==> src/rtl/lsu_dm_if.sv <==
// lsu_dm_if: request/response and data-memory port bundle for the load/store unit
interface lsu_dm_if #(
  parameter int DW = 32,
  parameter int AW = 32
);
  logic          req_valid;
  logic          req_we;
  logic [2:0]    req_type;
  logic [AW-1:0] req_addr;
  logic [DW-1:0] req_wdata;
  logic          req_ready;
  logic          resp_valid;
  logic [DW-1:0] resp_rdata;
  logic          resp_err;
  logic          mem_we;
  logic [AW-1:0] mem_addr;
  logic [DW-1:0] mem_wdata;
  logic [DW-1:0] mem_rdata;
  modport master (
    input  req_valid, req_we, req_type, req_addr, req_wdata, mem_rdata,
    output req_ready, resp_valid, resp_rdata, resp_err, mem_we, mem_addr, mem_wdata
  );
  modport slave (
    output req_valid, req_we, req_type, req_addr, req_wdata, mem_rdata,
    input  req_ready, resp_valid, resp_rdata, resp_err, mem_we, mem_addr, mem_wdata
  );
endinterface

==> src/rtl/lsu_dm_master.sv <==
// lsu_dm_master: byte/half/word load-store unit with read-modify-write sub-word stores
module lsu_dm_master #(
  parameter int DW = 32,
  parameter int AW = 32
) (
  input logic       clk,
  input logic       rstn,
  lsu_dm_if.master  bus
);
  typedef enum logic {IDLE, RMW_WR} state_t;
  state_t        state, state_n;
  logic [1:0]    a;
  logic [2:0]    t;
  logic [4:0]    sh;
  logic          illegal, mis, err, acc, sub_st, wd_st;
  logic [DW-1:0] shifted, ld, mask, merged, rdata_n, rmw_data;
  logic [AW-1:0] waddr, rmw_addr;
  assign a       = bus.req_addr[1:0];
  assign t       = bus.req_type;
  assign sh      = {a, 3'b000};
  // stores have no unsigned variants, so BU/HU codes are only legal for loads
  assign illegal = bus.req_we ? !(t inside {3'b000, 3'b001, 3'b010})
                              : !(t inside {3'b000, 3'b001, 3'b010, 3'b100, 3'b101});
  assign mis     = (t[1:0] == 2'b01 && a[0]) || (t == 3'b010 && a != 2'b00);
  assign err     = illegal || mis;
  assign acc     = bus.req_valid && state == IDLE;
  assign sub_st  = acc && bus.req_we && !err && t != 3'b010;
  assign wd_st   = acc && bus.req_we && !err && t == 3'b010;
  assign waddr   = {bus.req_addr[AW-1:2], 2'b00};
  assign shifted = bus.mem_rdata >> sh;
  assign ld      = t == 3'b000 ? {{24{shifted[7]}}, shifted[7:0]}
                 : t == 3'b001 ? {{16{shifted[15]}}, shifted[15:0]}
                 : t == 3'b100 ? {24'b0, shifted[7:0]}
                 : t == 3'b101 ? {16'b0, shifted[15:0]}
                 : shifted;
  assign mask    = (t[0] ? 32'h0000_ffff : 32'h0000_00ff) << sh;
  assign merged  = (bus.mem_rdata & ~mask) | ((bus.req_wdata << sh) & mask);
  // state register
  always_ff @(posedge clk or negedge rstn) begin
    if (!rstn) state <= IDLE;
    else       state <= state_n;
  end
  // next state, handshake and memory port; write enable is cut as soon as reset asserts
  always_comb begin
    state_n       = state == IDLE && sub_st ? RMW_WR : IDLE;
    bus.req_ready = state == IDLE;
    bus.mem_we    = rstn && (state == RMW_WR || wd_st);
    bus.mem_addr  = state == RMW_WR ? rmw_addr : waddr;
    bus.mem_wdata = state == RMW_WR ? rmw_data : bus.req_wdata;
    rdata_n       = acc && !bus.req_we && !err ? ld : '0;
  end
  // registered response and latched merge word for the write-back cycle
  always_ff @(posedge clk or negedge rstn) begin
    if (!rstn) begin
      bus.resp_valid <= 1'b0;
      bus.resp_err   <= 1'b0;
      bus.resp_rdata <= '0;
      rmw_addr       <= '0;
      rmw_data       <= '0;
    end else begin
      bus.resp_valid <= (acc && !sub_st) || state == RMW_WR;
      bus.resp_err   <= acc && err;
      bus.resp_rdata <= rdata_n;
      if (sub_st) begin
        rmw_addr <= waddr;
        rmw_data <= merged;
      end
    end
  end
endmodule

==> src/flat_wrapper.sv <==
// flat-port wrapper written by rule: the top's interface ports become plain ports
module lsu_dm_master_flat 
#(
  parameter int DW = 32,
  parameter int AW = 32
)
  (clk, rstn, bus_req_valid, bus_req_we, bus_req_type, bus_req_addr, bus_req_wdata, bus_mem_rdata, bus_req_ready, bus_resp_valid, bus_resp_rdata, bus_resp_err, bus_mem_we, bus_mem_addr, bus_mem_wdata);
  lsu_dm_if #(.DW(DW), .AW(AW)) bus_i ();
  input logic clk;
  input logic rstn;
  input wire logic [$bits(bus_i.req_valid)-1:0] bus_req_valid;
  input wire logic [$bits(bus_i.req_we)-1:0] bus_req_we;
  input wire logic [$bits(bus_i.req_type)-1:0] bus_req_type;
  input wire logic [$bits(bus_i.req_addr)-1:0] bus_req_addr;
  input wire logic [$bits(bus_i.req_wdata)-1:0] bus_req_wdata;
  input wire logic [$bits(bus_i.mem_rdata)-1:0] bus_mem_rdata;
  output wire logic [$bits(bus_i.req_ready)-1:0] bus_req_ready;
  output wire logic [$bits(bus_i.resp_valid)-1:0] bus_resp_valid;
  output wire logic [$bits(bus_i.resp_rdata)-1:0] bus_resp_rdata;
  output wire logic [$bits(bus_i.resp_err)-1:0] bus_resp_err;
  output wire logic [$bits(bus_i.mem_we)-1:0] bus_mem_we;
  output wire logic [$bits(bus_i.mem_addr)-1:0] bus_mem_addr;
  output wire logic [$bits(bus_i.mem_wdata)-1:0] bus_mem_wdata;
  assign bus_i.req_valid = bus_req_valid;
  assign bus_i.req_we = bus_req_we;
  assign bus_i.req_type = bus_req_type;
  assign bus_i.req_addr = bus_req_addr;
  assign bus_i.req_wdata = bus_req_wdata;
  assign bus_i.mem_rdata = bus_mem_rdata;
  assign bus_req_ready = bus_i.req_ready;
  assign bus_resp_valid = bus_i.resp_valid;
  assign bus_resp_rdata = bus_i.resp_rdata;
  assign bus_resp_err = bus_i.resp_err;
  assign bus_mem_we = bus_i.mem_we;
  assign bus_mem_addr = bus_i.mem_addr;
  assign bus_mem_wdata = bus_i.mem_wdata;
  lsu_dm_master #(.DW(DW), .AW(AW)) u_core (.clk(clk), .rstn(rstn), .bus(bus_i));
endmodule
==> config.mk <==
export PLATFORM = sky130hd
export DESIGN_NAME = lsu_dm_master_flat
export DESIGN_NICKNAME = d
export VERILOG_FILES = /design/src/rtl/lsu_dm_if.sv /design/src/rtl/lsu_dm_master.sv /design/src/flat_wrapper.sv
export SDC_FILE = /design/constraint.sdc
export NUM_CORES = 1
export LEC_CHECK = 0
export BUFFER_PORTS_ARGS = -buffer_cell sky130_fd_sc_hd__buf_2
export CORE_MARGIN = 5
export CORE_UTILIZATION = 30
export CTS_CLUSTER_SIZE = 20
export DETAILED_ROUTE_END_ITERATION = 6
export GPL_ROUTABILITY_DRIVEN = 0
export MAX_ROUTING_LAYER = met4
export PLACE_DENSITY = 0.5
export SYNTH_ARGS = -nofsm -noshare
export SYNTH_HDL_FRONTEND = slang
export SYNTH_SLANG_ARGS = --single-unit
export TNS_END_PERCENT = 100
==> constraint.sdc <==
create_clock -name clk -period 4.12 [get_ports clk]
set_clock_uncertainty 0.15 [all_clocks]
set_input_delay 0.618 -clock clk [delete_from_list [all_inputs] [get_ports clk]]
set_output_delay 0.618 -clock clk [all_outputs]
set_load 0.02 [all_outputs]
==> impl_metrics.py <==
metrics = {
    "sta": {
        "tns_ns": 0,
        "period_needed_ns": 3.029,
        "drv_slew": 0,
        "worst_pin_slew_ns": 0.9971,
        "hold_violations": 0,
        "relSlewSlack_pct": 33.52,
        "holdWs_ns": 0.2857,
        "setup_viol": 0,
        "max_freq_mhz": 330.1,
        "grt_setup_unrepaired": "no",
        "fin_crit_sh_pct": 73.53,
    },
    "layout": {
        "area_delta_synth_final_pct": 26.70,
        "final_nets": 800,
        "drive_above_1_share_pct": 48.86,
    },
    "setup_path": {
        "cp-start-kind": "register",
        "path_max_fanout": 33,
        "worstPathRequired_ns": 3.35,
        "worst_path_largest_cell_delay_ns": 0.84,
        "crit_slowest_cell": "dfrtp_2",
        "path_class": "reg -> out",
        "crit_path_end_kind": "output pin",
        "r2r_start": "u_core.state",
        "critical_path_arrival_ns": 2.26,
        "crit_chain": "buf_4, mux2_2, buf_2",
        "startpoint": "u_core.state",
    },
    "synth": {
        "synth_warnings": 0,
        "synth_edf_count": 0,
        "avgSynthCellArea_um2": 10.57,
        "ys_seq_area_share_pct": 44.16,
        "synth_area_um2": 5497,
        "ys_types": 39,
        "netlist.area_leader.share_pct": 44.16,
        "async_reset_ff_share_pct": 100.0,
        "yosysTopAreaCell": "dfrtp_1",
        "synth_seq_cells": 97,
        "synthTopCellsByArea": "dfrtp_1 (44%), mux2_2 (21%), mux2i_1 (6.2%), a21oi_1 (4.5%), o21ai_0 (4.3%)",
        "synth_flop_cell": "dfrtp_1",
        "synthCells": 520,
    },
    "global_route": {
        "grt_max_degree": 96,
        "gr-total-overflow": 0,
        "gr-usage-all-layers_pct": 16.71,
        "grt_pass1_vias": 4761,
        "grt_first_pass_wirelength_um": 27630,
        "antenna_found_initial": 2,
    },
    "clock_tree": {
        "cts_buffers": 9,
        "clockBufferDepth": 2,
        "post-cts-setup-buffer-count": 0,
        "cts_sinks": 97,
        "tritoncts": "yes",
        "hold_buffers": 0,
        "clk_latency_ns": 0.34,
        "path_clk_slew_ns": 0.08,
        "cts-root-buf": "clkbuf_16",
        "htree_levels": 3,
        "cts-resized-gates": 0,
    },
    "routing": {
        "drtIter0Drc": 239,
        "totalWireLength_um": 17730,
        "vias": 4558,
        "wl_per_cell_um": 19.00,
        "drc": 0,
        "dr.pass1.iters": 4,
        "drt-vias-per-instance": 4.885,
        "drtAntennaViolNets": 0,
    },
    "status": {
        "status": "finished clean",
    },
    "power_and_ir_drop": {
        "leakage_nw": 3.372,
        "power_density_nw_per_um2": 393.3,
        "irDropWorstVdd_uv": 227.7,
    },
    "place": {
        "place.port_buffers": 200,
        "place_hpwl_um": 13370,
    },
    "floorplan": {
        "die_x_um": 145.4,
        "initial_core_util_pct": 30.49,
        "io-pin-count": 203,
        "die_area_um2": 21130,
        "fp.dieH_um": 145.4,
        "row_count": 49,
        "core_um2": 18020,
    },
    "min_path": {
        "min_path_type": "in -> async",
    },
    "run": {
        "max_cap_violations": 0,
    },
}
==> routing by layer <==
| metal | up-vias | part of all wire [%] | GRT usage, % |
|---|---|---|---|
| li1 | 2204 | - | - |
| met1 | 2189 | 44 | 21.47 |
| met2 | 143 | 50 | 27.17 |
| met3 | 22 | 4.8 | 2.678 |
| met4 | 0 | 1.8 | 5.271 |
| met5 | - | 0 | - |
==> synth_stat cells, types with 2 or more instances <==
cell      count
a211oi_1     14
a21oi_1      49
and3_1        7
buf_1         4
buf_2        17
buf_4         8
buf_6         2
clkbuf_1     11
dfrtp_1      97
mux2_2      103
mux2_4        5
mux2i_1      34
nand2_1      51
nand2b_1      2
nand3b_1      8
nor2_1       29
nor2b_1       8
nor3b_1       2
o21ai_0      47
o21ai_1       2
or2_2         2
==> worst max-delay path: cells and delay by family, from the launching register on <==
kind                   cells  cell delay, ns
muxes                      1            0.39
buffers and inverters      2            0.66
DFF                        1            0.84
==> metrics by stage <==
| stage | total power (W) | cells | setup WS (ns) | instance area (um^2) | utilization (%) |
|---|---|---|---|---|---|
| 2_1_floorplan | 0.001591 | 521 | 1.508 | 5500 | - |
| 3_3_place_gp | 0.001812 | 915 | 1.242 | 6634 | 36.80 |
| 3_5_place_dp | 0.001827 | 915 | 1.237 | 6634 | 36.80 |
| 4_1_cts | 0.002777 | 931 | 1.036 | 6959 | 38.61 |
| 5_1_grt | 0.002877 | 933 | 0.9782 | 6964 | 38.64 |
| 6_report | 0.002739 | 933 | 1.091 | 6964 | 38.64 |
==> power breakdown <==
group	switching, W	internal (W)	total (W)	leakage, nW
Combinational	0.000332	0.000271	0.000602	1.97
Clock	0.000393	0.000539	0.000932	0.161
Sequential	0.0000924	0.00111	0.00121	1.24
==> layout make-up <==
cell class / count / area [um^2]
diodes: 2 / 5.005
clock buffers: 9 / 225.2
clock inverters: 7 / 100.1
fillers: 1840 / 11060
inverters: 2 / 7.507
multi-input cells: 379 / 2835
flip-flops and latches: 97 / 2429
well taps: 229 / 286.5
repair buffers: 208 / 1076
==> state kept, by name, summed over array words and instances (netlist names) <==
| register | flops |
|---|---|
| u_core.bus.resp_err | 1 |
| u_core.bus.resp_rdata | 32 |
| u_core.bus.resp_valid | 1 |
| u_core.rmw_addr | 30 |
| u_core.rmw_data | 32 |
| u_core.state | 1 |
==> layout by cell type, fill, tap and decap left out, types with 2 or more instances in the layout <==
| cell type | count |
|---|---|
| buf_2 | 199 |
| mux2_2 | 103 |
| dfrtp_1 | 96 |
| nand2_1 | 51 |
| a21oi_1 | 49 |
| o21ai_0 | 47 |
| mux2i_1 | 34 |
| nor2_1 | 29 |
| a211oi_1 | 14 |
| clkbuf_16 | 9 |
| nand3b_1 | 8 |
| nor2b_1 | 8 |
| buf_4 | 8 |
| and3_1 | 7 |
| mux2_4 | 5 |
| inv_6 | 3 |
| diode_2 | 2 |
| nand2b_1 | 2 |
| nor3b_1 | 2 |
| o21ai_1 | 2 |
| or2_2 | 2 |
| conb_1 | 2 |
| bufinv_16 | 2 |
==> logic make-up (layout without fill, tap and decap cells) <==
group                  Yosys count  count (layout)  share of synthesized area, %
muxes                          142             142                         28.66
AOI/OAI and AO/OA              119             119                         12.34
and+or+nand+nor                116             116                         10.29
DFF                             97              97                         44.16
buffers and inverters           45             226                         4.484
other                            1               4                       0.06822
==> final timing paths <==
path / to / slack (ns) / cells past startpoint
worst max-delay path: bus_mem_addr[4] / 1.09 / 3
worst min-delay path: u_core.bus.resp_rdata[6] / 0.29 / 2
worst max register to register: u_core.bus.resp_rdata[18] / 1.66 / 6
worst min register to register: u_core.rmw_data[6] / 0.33 / 2
max in group asynchronous: u_core.state / 3.03 / 2
min in group clk: u_core.rmw_data[6] / 0.33 / 2
Power figures use the tool's default switching activity.
